===== config.mk =====
export PLATFORM = sky130hd
export DESIGN_NAME = bldc_gate_deadtime
export DESIGN_NICKNAME = d
export VERILOG_FILES = /design/src/rtl/bldc_gate_pkg.sv /design/src/rtl/bldc_leg_deadtime.sv /design/src/rtl/bldc_gate_deadtime.sv
export SDC_FILE = /design/constraint.sdc
export NUM_CORES = 1
export LEC_CHECK = 0
export CORE_MARGIN = 2
export CORE_UTILIZATION = 54
export CTS_CLUSTER_DIAMETER = 200
export DETAILED_ROUTE_END_ITERATION = 7
export PLACE_DENSITY = 0.8
export SLEW_MARGIN = 15
export SYNTH_ARGS = -nofsm -noshare
export SYNTH_HDL_FRONTEND = slang
export SYNTH_HIERARCHICAL = 1
export SYNTH_SLANG_ARGS = --single-unit

===== constraint.sdc =====
create_clock -name clk -period 2.7 [get_ports clk]
set_input_delay 0.54 -clock clk [delete_from_list [all_inputs] [get_ports clk]]
set_output_delay 0.54 -clock clk [all_outputs]
set_load 0.05 [all_outputs]

===== src/rtl/bldc_gate_pkg.sv =====
// Shared types and constants for the BLDC gate-drive dead-time stage.
// A leg is one half-bridge: PT/GD bit 2n+1 drives its high side and bit 2n its low side.
package bldc_gate_pkg;
  localparam int NUM_MOTORS     = 4;
  localparam int LEGS_PER_MOTOR = 3;
  localparam int NUM_LEGS       = NUM_MOTORS * LEGS_PER_MOTOR;

  typedef enum logic [1:0] {IDLE = 2'd0, ON_H = 2'd1, ON_L = 2'd2, DEAD = 2'd3} leg_state_e;
  typedef enum logic [1:0] {TGT_OFF = 2'd0, TGT_HIGH = 2'd1, TGT_LOW = 2'd2} leg_target_e;

  function automatic int hi_bit(input int n);
    return 2 * n + 1;
  endfunction

  function automatic int lo_bit(input int n);
    return 2 * n;
  endfunction
endpackage


===== src/rtl/bldc_leg_deadtime.sv =====
// One half-bridge leg: FSM plus dead-time counter, registered gate outputs.
// gd = {high, low}; never 11, and a side swap always passes through DEAD_CYCLES of 00.
module bldc_leg_deadtime
  import bldc_gate_pkg::*;
#(
  parameter int DEAD_CYCLES = 50,
  parameter int CNT_W       = 8
) (
  input  logic        clk,
  input  logic        reset,
  input  leg_target_e target,
  output logic [1:0]  gd
);
  localparam logic [CNT_W-1:0] DEAD_LOAD = CNT_W'(DEAD_CYCLES - 1);

  leg_state_e       state, state_nxt;
  logic [CNT_W-1:0] cnt, cnt_nxt;
  logic [1:0]       gd_nxt;

  always_ff @(posedge clk or negedge reset) begin
    if (!reset) begin
      state <= IDLE;
      cnt   <= '0;
      gd    <= 2'b00;
    end else begin
      state <= state_nxt;
      cnt   <= cnt_nxt;
      gd    <= gd_nxt;
    end
  end

  always_comb begin
    state_nxt = state;
    cnt_nxt   = cnt;
    case (state)
      IDLE: begin
        if (target == TGT_HIGH)     state_nxt = ON_H;
        else if (target == TGT_LOW) state_nxt = ON_L;
      end
      ON_H: begin
        if (target != TGT_HIGH) begin
          state_nxt = DEAD;
          cnt_nxt   = DEAD_LOAD;
        end
      end
      ON_L: begin
        if (target != TGT_LOW) begin
          state_nxt = DEAD;
          cnt_nxt   = DEAD_LOAD;
        end
      end
      DEAD: begin
        // Dead time always runs to completion; only the target at expiry matters.
        if (cnt == '0) begin
          case (target)
            TGT_HIGH: state_nxt = ON_H;
            TGT_LOW:  state_nxt = ON_L;
            default:  state_nxt = IDLE;
          endcase
        end else begin
          cnt_nxt = cnt - CNT_W'(1);
        end
      end
      default: state_nxt = IDLE;
    endcase
    gd_nxt = (state_nxt == ON_H) ? 2'b10 :
             (state_nxt == ON_L) ? 2'b01 : 2'b00;
  end
endmodule


===== src/rtl/bldc_gate_deadtime.sv =====
// Gate-drive stage: synchronises PT/kill, holds the fault latch and illegal-request
// flags, and resolves a per-leg target for twelve dead-time leg FSMs.
module bldc_gate_deadtime
  import bldc_gate_pkg::*;
#(
  parameter int DEAD_CYCLES = 50,
  parameter int CNT_W       = 8,
  parameter int SYNC_STAGES = 2
) (
  input  logic                    clk,
  input  logic                    reset,
  input  logic [2*NUM_LEGS-1:0]   PT,
  input  logic                    en,
  input  logic                    kill,
  input  logic                    clear_fault,
  output logic [2*NUM_LEGS-1:0]   GD,
  output logic                    fault_latched,
  output logic [NUM_MOTORS-1:0]   illegal
);
  logic [SYNC_STAGES-1:0][2*NUM_LEGS-1:0] pt_sync;
  logic [SYNC_STAGES-1:0]                 kill_sync;
  logic [2*NUM_LEGS-1:0]                  ps;
  logic                                   ks;
  logic                                   leg_off;
  logic [NUM_LEGS-1:0]                    pair_bad;
  logic [NUM_LEGS-1:0][1:0]               gd_leg;

  always_ff @(posedge clk or negedge reset) begin
    if (!reset) begin
      pt_sync   <= '0;
      kill_sync <= '0;
    end else begin
      pt_sync[0]   <= PT;
      kill_sync[0] <= kill;
      for (int i = 1; i < SYNC_STAGES; i++) begin
        pt_sync[i]   <= pt_sync[i-1];
        kill_sync[i] <= kill_sync[i-1];
      end
    end
  end

  assign ps      = pt_sync[SYNC_STAGES-1];
  assign ks      = kill_sync[SYNC_STAGES-1];
  assign leg_off = fault_latched | ks | ~en;

  // A live kill dominates clear_fault, including a clear that coincides with its rising edge.
  always_ff @(posedge clk or negedge reset) begin
    if (!reset) begin
      fault_latched <= 1'b0;
      illegal       <= '0;
    end else begin
      fault_latched <= ks | (fault_latched & ~clear_fault);
      for (int m = 0; m < NUM_MOTORS; m++)
        illegal[m] <= illegal[m] | (|pair_bad[m*LEGS_PER_MOTOR +: LEGS_PER_MOTOR]);
    end
  end

  for (genvar n = 0; n < NUM_LEGS; n++) begin : g_leg
    logic [1:0]  pair;
    leg_target_e target;

    assign pair        = {ps[hi_bit(n)], ps[lo_bit(n)]};
    assign pair_bad[n] = (pair == 2'b11);

    always_comb begin
      target = TGT_OFF;
      if (!leg_off) begin
        if (pair == 2'b10)      target = TGT_HIGH;
        else if (pair == 2'b01) target = TGT_LOW;
      end
    end

    bldc_leg_deadtime #(
      .DEAD_CYCLES (DEAD_CYCLES),
      .CNT_W       (CNT_W)
    ) u_leg (
      .clk    (clk),
      .reset  (reset),
      .target (target),
      .gd     (gd_leg[n])
    );

    assign GD[hi_bit(n)] = gd_leg[n][1];
    assign GD[lo_bit(n)] = gd_leg[n][0];
  end
endmodule

# ---- After elaboration in Yosys (flattened, before gate mapping)
# Cells that the tools add are included.
dict set report word_totals {
  regBits 199
  latchBits 0
  ramBits 0
  rom_bits 0
  inputBits 29
  output_inout_bits 29
  elab_cells 487
  memories 0
}
dict set report op_classes {
  add_sub_neg 12
  mul 0
  div 0
  order_cmp 0
  n_eq_ne 180
  n_shift 0
  mux 192
  bitwise_logic 10
  n_reduce_logical 52
}
# operator n
set op_table {}
lappend op_table {{8-bit 2-to-1 mux} 36}
lappend op_table {{8-bit one-hot mux with 3 select lines} 12}
lappend op_table {{2-bit 2-to-1 mux} 108}
lappend op_table {{2-bit == test (second input constant)} 72}
lappend op_table {{2-bit by 1-bit == test with 1-bit output (second input constant)} 48}
lappend op_table {{8-bit logical NOT} 12}
lappend op_table {{2-bit one-hot mux with 4 select lines} 12}
lappend op_table {{8-bit by 1-bit subtractor with 8-bit output (second input constant)} 12}
lappend op_table {{2-bit by 1-bit != test with 1-bit output (second input constant)} 36}
lappend op_table {{2-bit != test (second input constant)} 24}
lappend op_table {{2-bit one-hot mux with 2 select lines} 12}
lappend op_table {{4-bit AND reduction} 12}
lappend op_table {{3-bit nonzero test} 12}
lappend op_table {{2-bit logical NOT} 12}
lappend op_table {{1-bit 2-to-1 mux} 12}
lappend op_table {{3-bit OR reduction} 4}
lappend op_table {{1-bit OR} 7}
lappend op_table {{1-bit inverter} 2}
lappend op_table {{1-bit AND} 1}

# ---- Depth between registers and ports, before layout
# Gate-level depths: netlist (run 1).
dict set report depth {
  depth_word 11
  ltp_mapped 10
  ltp_nobuf 7
}

# ---- By module
# The synthesis (run 1) kept the hierarchy.
# mod n_inst cells_per_inst area_each_um2 seq_area_each_um2
set modules_own_cells {}
lappend modules_own_cells {bldc_leg_deadtime 12 59 615.6 300.3}
lappend modules_own_cells {bldc_gate_deadtime 1 97 1784.2 1376.3}

# ---- Least setup slack after synthesis (run 1)
# Ideal clock, no wire load.
dict set report synth_path {
  path_type {register -> register}
  start {reg fault_latched}
  end {reg g_leg[0].u_leg.cnt[6]}
  setup_time_ns 0.119
  arrival_time_ns 2.634
  required_time_ns 2.581
  path_slack_ns -0.053
  stages_incl_launch_ff 11
  n_path_buf 3
  synth_period_minus_slack_ns 2.753
  cell_sequence {dfrtp_1 > or3b_1 > buf_6 > buf_6 > nor3b_2 > nand2b_1 > a21oi_1 > or3_1 > buf_6 > o31a_1 > o21a_1}
}
dict set report synth_via {
  elab_chain_len 6
  word_cells_on_any_way 8
  classes_between {eq/ne: 4; mux: 1; bitwise: 2; reduce/logical: 1}
}
# element line_no
set synth_lines {}
lappend synth_lines {{start: declaration} bldc_gate_deadtime.sv:17} ;# output logic fault_latched,
lappend synth_lines {{start signal: assignment} bldc_gate_deadtime.sv:52} ;# fault_latched <= ks | (fault_latched & ~clear_fault);
lappend synth_lines {{1-bit OR * (2 in a row)} bldc_gate_deadtime.sv:44} ;# assign leg_off = fault_latched | ks | ~en;
lappend synth_lines {{2-bit 2-to-1 mux *} bldc_gate_deadtime.sv:67} ;# if (!leg_off) begin
lappend synth_lines {{net g_leg[0].target[1]} bldc_gate_deadtime.sv:60} ;# leg_target_e target;
lappend synth_lines {{2-bit != test / 2-bit by 1-bit != test with 1-bit output (equally long branches)} {bldc_leg_deadtime.sv:47, bldc_leg_deadtime.sv:41}}
lappend synth_lines {{2-bit by 1-bit != test with 1-bit output (no source line)} n/a}
lappend synth_lines {{4-bit AND reduction (no source line) *} n/a}
lappend synth_lines {{end signal: assignment} bldc_leg_deadtime.sv:27} ;# cnt <= cnt_nxt;
lappend synth_lines {{end: declaration} bldc_leg_deadtime.sv:17} ;# logic [CNT_W-1:0] cnt, cnt_nxt;
# Mark *: on every way through the listed nets, which the timed path passes. The rest lies on a longest branch.
# A chain may end at the register's enable or synchronous reset.

# ---- Final worst setup path (run 1)
dict set report layout_path {
  start {in en}
  end {reg g_leg[2].u_leg.cnt[5]}
}
dict set report layout_via {
  elab_chain_len 6
  word_cells_on_any_way 8
  classes_between {eq/ne: 4; mux: 1; bitwise: 2; reduce/logical: 1}
}
# element line_no
set layout_lines {}
lappend layout_lines {{start: declaration} bldc_gate_deadtime.sv:13} ;# input logic en,
lappend layout_lines {{1-bit inverter *} bldc_gate_deadtime.sv:44}
lappend layout_lines {{1-bit OR *} bldc_gate_deadtime.sv:44}
lappend layout_lines {{2-bit 2-to-1 mux *} bldc_gate_deadtime.sv:67}
lappend layout_lines {{net g_leg[2].target[0]} bldc_gate_deadtime.sv:60}
lappend layout_lines {{2-bit != test / 2-bit by 1-bit != test with 1-bit output (equally long branches)} {bldc_leg_deadtime.sv:47, bldc_leg_deadtime.sv:41}}
lappend layout_lines {{2-bit by 1-bit != test with 1-bit output (no source line)} n/a}
lappend layout_lines {{4-bit AND reduction (no source line) *} n/a}
lappend layout_lines {{end signal: assignment} bldc_leg_deadtime.sv:27}
lappend layout_lines {{end: declaration} bldc_leg_deadtime.sv:17}
# Marks and branches as above.

==> out/qor.yml, run 1 <==
floorplanning:
  num_rows: 47
  die_h_um: 134
  die_x_um: 134
  die-area_um2: 18000
  ios: 58
  core_area_um2: 16600
  start_util: 0.553
logic_synthesis:
  syn_avg_cell_area_um2: 11.4
  synthAdderAreaFrac: 0.0164
  syn_nets: 846
  synth_xor_xnor_area_share: 0.0458
  synth_area_leaders: "dfrtp_1, a21oi_1, nand2b_1"
  syn_inst: 805
  synthArstFlopShare: 1.00
  synth-simple-area-share: 0.256
  netlist.area_leader.share: 0.543
  synth.ff_latch_count: 199
  synth_edf_count: 0
  ys_warn_count: 6
  synth_top_family_by_area: "simple AND/OR/NAND/NOR gates"
  syn_area_um2: 9170
  synth.distinct_cells: 28
  synthMuxAreaShare: 0
  synth_ff_type: "dfrtp_1"
  synth_compound_area_frac: 0.109
  yosysSeqAreaShare: 0.543
  post-synth-top-area-cell: "dfrtp_1"
global_routing:
  grt_pass1_wl_um: 29900
  antenna_found_initial: 0
  grt_usage: 0.206
  overflow: 0
  first_global_vias: 6406
  grt_max_degree: 68
route:
  postRouteAntennaNets: 0
  firstDrtPassIters: 4
  drtIter0Drc: 377
  vias: 6597
  routed_via_density: 5.60
  routedWlPerCell_um: 15.2
  drc: 0
  routed_wl_um: 17900
setup_path:
  critPathLaunch: "en"
  critPathRequiredTime_ns: 3.01
  r2r-start: "fault_latched"
  path_class: "primary input to flop"
  cp-start-kind: "primary input"
  critPathArrivalTime_ns: 2.94
  end_kind: "flop"
  critPathMaxFanout: 6
clock_network:
  cts_tree: "done"
  post_cts_buffers: 0
  cts_buffers: 17
  cts_hold_buf: 0
  cts.path.max_buffers: 2
  clk_latency_ns: 0.43
  htree_num_levels: 4
  cts-root-buf: "clkbuf_16"
  cts_sinks: 199
  clk_pin_slew_ns: 0.07
placed_design:
  port_buffers: 57
  gp_congestion: 0.818
  pre_cts_ws_ns: -0.536
  detailed_place_hpwl_um: 12000
  dp.cells: 1145
timing:
  finalCriticalPeriod_ns: 2.63
  drv_slew: 0
  setup_violations: 0
  tightest_slew_ns: 0.578
  fmax_ghz: 0.380
  rsz0062_at_grt: "true"
  report.final.hold_viol_count: 0
  skew_ns: 0.00939
  period_share: 0.974
  setup_slack_ns: 0.0711
  slew_headroom: 0.613
pwr:
  p_leak_nw: 4.57
  vdd_drop_max_uv: 726
  powerDensity_nw_per_um2: 858
cells_and_area:
  area_delta_synth_final_pct: 22.7
  diodes: 0
  instances_no_fill: 1177
  drive_gt1_frac: 0.193
  fin_nets: 985
job:
  maxCapViolations: 0
run_status:
  status: "finished clean"
hold_path:
  hold_path_class: "primary input to asynchronous set/reset pin"
## worst max-delay path: stages
cell and delay (ns):
clkdlybuf4s50_1 0.45, or3b_4 0.41, buf_4 0.20, nor3b_2 0.23, nor3b_1 0.10, or4_1 0.49
nor4b_2 0.29, xnor2_1 0.16, nand2_1 0.07
## through the flow
stage               hold slack, ns  power [mW]  setup TNS [ns]   util  cell area, um^2
floorplan                    0.244        6.45               0      -             9170
global placement             0.333        6.95          -26.65  0.630            10500
detailed placement           0.335        7.11          -31.48  0.630            10500
CTS                          0.124        9.62         -0.0118  0.668            11100
global route                 0.145        10.3         -0.0511  0.679            11300
finish                       0.115        9.65               0  0.679            11300
## final cells by class
| cell class | instances | area [um^2] |
|---|---|---|
| tap | 220 | 275 |
| clock inverter | 6 | 66.3 |
| sequential | 199 | 4980 |
| clock buffer | 26 | 499 |
| multi-input combinational | 566 | 4150 |
| fill | 1216 | 5330 |
| inverter | 25 | 93.8 |
| timing repair buffer | 135 | 1190 |
## repair_timing
item / in CTS / in global routing
setup endpoints to repair: 10 / 49
gates resized for setup: 9 / 33
pin swaps: 0 / 2
gates cloned: 0 / 0
## report_power, final
group	switching, mW	internal, mW
clock network	1.05	1.38
registers	0.714	3.75
logic	1.36	1.39
## sequential cells by signal, indices dropped and copies added (netlist names)
| signal | count |
|---|---|
| fault_latched | 1 |
| kill_sync | 2 |
| g_leg.u_leg/gd | 24 |
| g_leg.u_leg/cnt | 96 |
| pt_sync | 24 |
| ps | 24 |
| g_leg.u_leg/state | 24 |
| illegal | 4 |
## per-layer routing
metal / vias to the layer above / share of wire / GRT usage
li1: 3205 / - / -
met1: 3248 / 0.46 / 0.286
met2: 126 / 0.49 / 0.327
met3: 18 / 0.035 / 0.0488
met4: 0 / 0.012 / 0.0556
met5: - / 0 / 0
## cell families after synthesis
family,after synthesis
DFF,199
and+or+nand+nor,341
AOI/OAI and AO/OA,165
xor gates and xnor gates,48
buffers and inverters,40
adders and majority gates,12
## path summary, 6_finish.rpt
kind | slack [ns] | end | cells after the start
worst min register to register | 0.35 | ps[21] | 0
max in group asynchronous | 1.86 | pt_sync[3] | 2
min in group clk | 0.35 | ps[21] | 0
worst max-delay path | 0.07 | g_leg[2].u_leg/cnt[5] | 9
worst min-delay path | 0.12 | g_leg[3].u_leg/gd[0] | 1
worst max register to register | 0.19 | g_leg[2].u_leg/cnt[5] | 8
## placed cells by master, fill, tap and decap left out, types with 25 or more instances in the layout
master           instances
clkdlybuf4s50_1         56
nand2b_1                47
buf_4                   75
dfrtp_1                198
a21oi_1                 63
nand2_1                 52
or3_1                   36
nor3_1                  35
inv_1                   25
o21ai_0                 34
## cells in the mapped netlist, drive strengths merged, types with 13 or more instances
master	instances
nor3b	36
nand2	52
nor3	36
or3	36
buf	15
dfrtp	199
xor2	24
nor4	36
a21oi	64
nor2	24
xnor2	24
o31ai	24
nand2b	48
a21o	13
and2	24
inv	25
or4	36
o21ai	36
(Power assumes the default switching activity.)
==> run 2, diff against run 1 <==
Settings changed: CORE_MARGIN 2 to default, HOLD_SLACK_MARGIN from default to 0.06.
==> out/qor.yml, run 2 (synthesized netlist as in run 1, its figures left out) <==
run_status:
  status: "finished clean"
route:
  routed_via_density: 5.68
  drtIter0Drc: 322
  firstDrtPassIters: 4
  drc: 0
  postRouteAntennaNets: 0
  routed_wl_um: 18400
  vias: 6653
  routedWlPerCell_um: 15.7
setup_path:
  critPathArrivalTime_ns: 3.01
  critPathLaunch: "en"
  critPathMaxFanout: 14
  end_kind: "flop"
  critPathRequiredTime_ns: 3.07
  path_class: "primary input to flop"
  cp-start-kind: "primary input"
  r2r-start: "fault_latched"
cells_and_area:
  register_area_um2: 4980
  top_register: "g_leg.u_leg/cnt"
  final_common_cell: "dfrtp_1"
  drive_gt1_frac: 0.197
  fillers: 1215
  area_delta_synth_final_pct: 24.0
  diodes: 0
  layout_common_cells: "dfrtp_1, buf_4, a21oi_1"
  fin_nets: 979
  multi_input_area_um2: 4230
  largest_reg_flops: 96
  postLayoutCellArea_um2: 11400
floorplanning:
  start_util: 0.553
  num_rows: 47
  die_h_um: 132
  die_x_um: 132
  die-area_um2: 17500
  core_area_um2: 16600
  ios: 58
placed_design:
  pre_cts_ws_ns: -0.505
  detailed_place_hpwl_um: 12000
  detailed_place.area_um2: 10400
  gp_congestion: 0.856
  port_buffers: 57
clock_network:
  cts-root-buf: "clkbuf_16"
  cts_hold_buf: 0
  htree_num_levels: 4
  post_cts_buffers: 0
  clk_pin_slew_ns: 0.07
  cts_tree: "done"
  cts.path.max_buffers: 2
  cts_sinks: 199
  cts_buffers: 17
  clk_latency_ns: 0.43
pwr:
  powerDensity_nw_per_um2: 869
  p_leak_nw: 4.59
  vdd_drop_max_uv: 568
timing:
  rsz0062_at_grt: "true"
  fin_setup_tns_ns: 0
  tightest_slew_ns: 0.596
  drv_slew: 0
  hold_ws_ns: 0.104
  finalCriticalPeriod_ns: 2.65
  setup_slack_ns: 0.0532
  report.final.hold_viol_count: 0
  skew_ns: 0.00765
  fmax_ghz: 0.378
  period_share: 0.980
  slew_headroom: 0.602
  setup_violations: 0
global_routing:
  grt_pass1_wl_um: 31300
  grt_usage: 0.223
  overflow: 0
  antenna_found_initial: 0
  grt_max_degree: 71
  first_global_vias: 6566
job:
  maxCapViolations: 0
hold_path:
  hold_path_class: "primary input to asynchronous set/reset pin"
[run 2: cell count changes in the layout (fill, tap and decap cells not counted), sizes merged]
| cell | previous run | this run |
|---|---|---|
| clkinv | 4 | 3 |
| bufinv | 1 | 4 |
| buf | 78 | 72 |
| clkbuf | 27 | 22 |
| clkinvlp | 0 | 3 |
[run 2: repair_timing]
item / 4_1_cts / 5_1_grt
endpoints found under the setup margin: 6 / 53
pin swaps: 0 / 3
resized for setup: 6 / 51
[run 2: critical path: stages]
cell	delay, ns
clkdlybuf4s50_1	0.45
or3b_4	0.40
buf_8	0.19
nor3b_2	0.21
nor3b_1	0.11
or4_1	0.53
nor4_2	0.23
xor2_1	0.19
and2_1	0.14
[run 2: per-layer routing]
metal,global-route usage,wire (um),share of wire,vias up
met5,0,0,0,-
met4,0.0817,370,0.020,0
met3,0.0454,585,0.032,33
met2,0.358,8910,0.49,131
met1,0.300,8490,0.46,3294
li1,-,-,-,3195
[run 2: final cells by class]
cell class,count,share of cell area
sequential,199,0.438
multi-input combinational,566,0.372
timing repair buffer,129,0.102
clock buffer,21,0.0396
tap,220,0.0242
clock inverter,11,0.0153
inverter,25,0.00825
[run 2: path summary, 6_finish.rpt]
kind | to | slack, ns | depth (start not counted)
max | g_leg[6].u_leg/cnt[7] | 0.05 | 9
min | g_leg[6].u_leg/cnt[0] | 0.10 | 1
max reg2reg | g_leg[6].u_leg/cnt[7] | 0.17 | 8
min reg2reg | ps[14] | 0.35 | 0
max in group asynchronous | g_leg[5].u_leg/cnt[7] | 1.88 | 2
min in group clk | ps[14] | 0.35 | 0
[run 2: metrics by stage]
stage	cells	util	total power, mW
floorplan	805	-	6.45
global placement	1139	0.628	6.97
detailed placement	1139	0.628	7.10
CTS	1171	0.668	9.83
global route	1171	0.686	10.5
finish	1171	0.686	9.89
[run 2: power by group]
| group | internal [mW] | switching, mW | total [mW] |
|---|---|---|---|
| sequential | 3.75 | 0.701 | 4.46 |
| combinational | 1.41 | 1.37 | 2.78 |
| clock | 1.58 | 1.07 | 2.65 |
==> run 3, diff against run 2 <==
Settings changed: CORE_MARGIN from default to 2.
==> results of run 3 <==
No change in the layout: final DEF, timing and power equal those of run 1.
==> variant: new RTL, flow settings as in run 3 <==
Re-encode `leg_state_e` (4 states) as one-hot, 4 bits wide.
--- a/src/rtl/bldc_gate_pkg.sv
+++ b/src/rtl/bldc_gate_pkg.sv
@@ -5,7 +5,7 @@
   localparam int LEGS_PER_MOTOR = 3;
   localparam int NUM_LEGS       = NUM_MOTORS * LEGS_PER_MOTOR;
 
-  typedef enum logic [1:0] {IDLE = 2'd0, ON_H = 2'd1, ON_L = 2'd2, DEAD = 2'd3} leg_state_e;
+  typedef enum logic [3:0] {IDLE = 4'b0001, ON_H = 4'b0010, ON_L = 4'b0100, DEAD = 4'b1000} leg_state_e;
   typedef enum logic [1:0] {TGT_OFF = 2'd0, TGT_HIGH = 2'd1, TGT_LOW = 2'd2} leg_target_e;
 
   function automatic int hi_bit(input int n);
Formal check against the unedited RTL: no difference found for any inputs over 4 cycles, from zero or initial values and one cycle with reset low; so few cycles prove little.
==> variant against run 3 <==
The flow now finishes with violations (setup timing); sequential cell count rose by 24; wire length up 48%; worst hold slack improved by 230 ps; total power down 19%; synthesized area increased by 37%; final area up 34%; core utilization shrank 1.7 points; sequential share of layout area decreased by 7.1 points; final cell count is 40% higher; sequential power decreased by 16%; setup slack worse by 120 ps; critical endpoint is now g_leg[2].u_leg/gd[1]; highest routed layer unchanged.
==> variant: results (changes against run 3) <==
[metrics] leakage component of the power: 0.00635 uW (+39%)
[metrics] worst-case clock skew: 20.8 ps (+11.4 ps)
[metrics] HP Class: reg2reg
[metrics] largest fanout of any net on the critical path: 12 (+6)
[metrics] GRT Total Usage: 0.214 (+0.00848)
[metrics] largest net degree at the start of global routing: 81 (+19%)
[metrics] fill cell count: 1730 (+42%)
[metrics] GR met1 Demand/Resource: 0.286 (about the same)
[metrics] fraction of layout instances using a drive strength above 1: 0.231 (+0.0373)
[metrics] final-layout setup total negative slack: -47.6 ps (-47.6 ps)
[metrics] register area share after synthesis: 0.444 (-0.0987)
[metrics] detail-routed net length per standard cell: 16.1 microns (+6.0%)
[metrics] Setup Buffers After CTS: 0 (unchanged)
[metrics] clock tree buffer depth: 3 (+1)
[metrics] via/cell ratio: 5.92 (+5.7%)
[metrics] first-pass GRT wire length: 44200 microns (+48%)
[metrics] complex-gate fraction of the synthesized area: 0.173 (+0.0635)
[metrics] GRT met2 Usage: 0.368 (+0.0410)
[metrics] input/output buffers: 57 (unchanged)
[metrics] synthesized-area fraction occupied by adder cells: 0.0576 (+0.0412)
[metrics] Final nets: 1400 (+42%)
[metrics] syn nets: 1267 (+50%)
[metrics] global routing met3 resource utilization: 0.0280 (-0.0208)
[metrics] post-route worst setup slack: -47.6 ps (-119 ps)
[metrics] violations in the final reports: setup timing
[metrics] run status: complete, but fails checks
[metrics] count of endpoints failing setup in the final report: 1 (+1)
[metrics] number of library cell types mapped by synthesis: 72 (+160%)
[metrics] DR iter-0 viols: 636 (+69%)
[metrics] share of cell area taken by muxes after synthesis: 0.00268 (+0.00268)
[metrics] detailed placer's ending HPWL: 18300 microns (+52%)
[metrics] iteration count of the initial detailed-routing pass: 5 (+1)
variant: path summary, 6_finish.rpt:
kind / endpoint / cells past startpoint / slack, ps
worst max-delay path: g_leg[2].u_leg/gd[1] / 10 / -50
min in group asynchronous: g_leg[7].u_leg/cnt[1] / 2 / 620
worst max register to register: g_leg[2].u_leg/gd[1] / 9 / 0
worst min-delay path: ps[5] / 0 / 350
worst min register to register: ps[5] / 0 / 350
max in group asynchronous: g_leg[4].u_leg/state[0] / 3 / 1350
variant: logic make-up (layout without fill, tap and decap cells):
kind of cell	after synthesis	in the layout
flops	223	223
simple gates	478	478
mux	3	3
xor+xnor	22	22
fa+ha+maj	58	58
compound gates	274	275
buf+inv	122	272
variant: area by class of cell:
type,count,area share
clock inverter,14,0.0104
tap,313,0.0260
clock buffer,31,0.0450
inverter,84,0.0209
multi-input combinational,836,0.442
timing repair buffer,143,0.0845
sequential,223,0.371
variant: power by group through the flow:
stage	Sequential [uW]	Clock (uW)	Combinational (uW)
after global routing	3800	3660	715
after global placement	3810	0	587
after detailed placement	3810	0	617
after CTS	3760	3510	625
after floorplan	3750	0	417
final	3770	3430	628
variant: metrics by stage:
step	setup WS [ps]	instances	cell area, sq um	hold WS (ps)	total power (uW)
detailed placement	-614	1597	13900	336	4430
finish	-47.6	1644	15100	348	7820
global route	-95.8	1644	15100	354	8170
global placement	-531	1597	13900	333	4390
floorplan	6.23	1180	12600	244	4160
CTS	0.925	1643	14800	349	7890
variant: repair_timing:
action,in CTS,in global routing
hold buffers,1,0
gates resized for setup,11,47
cloned,0,1
endpoints found under the hold margin,70,0
pin swaps,0,2
setup endpoints to repair,21,101
variant: worst max-delay path: stages:
cell and delay [ps]:
clkdlybuf4s50_1 480, or3b_1 370, buf_4 230, nor3b_2 310, inv_1 100, ha_1 240, buf_4 140, and4b_1 200
a211o_1 280, nor4_2 280
variant: routing by layer:
| layer | vias to the layer above | wire [microns] |
|---|---|---|
| li1 | 4695 | - |
| met1 | 4803 | 11900 |
| met2 | 195 | 13100 |
| met3 | 43 | 867 |
| met4 | 0 | 621 |
| met5 | - | 0 |
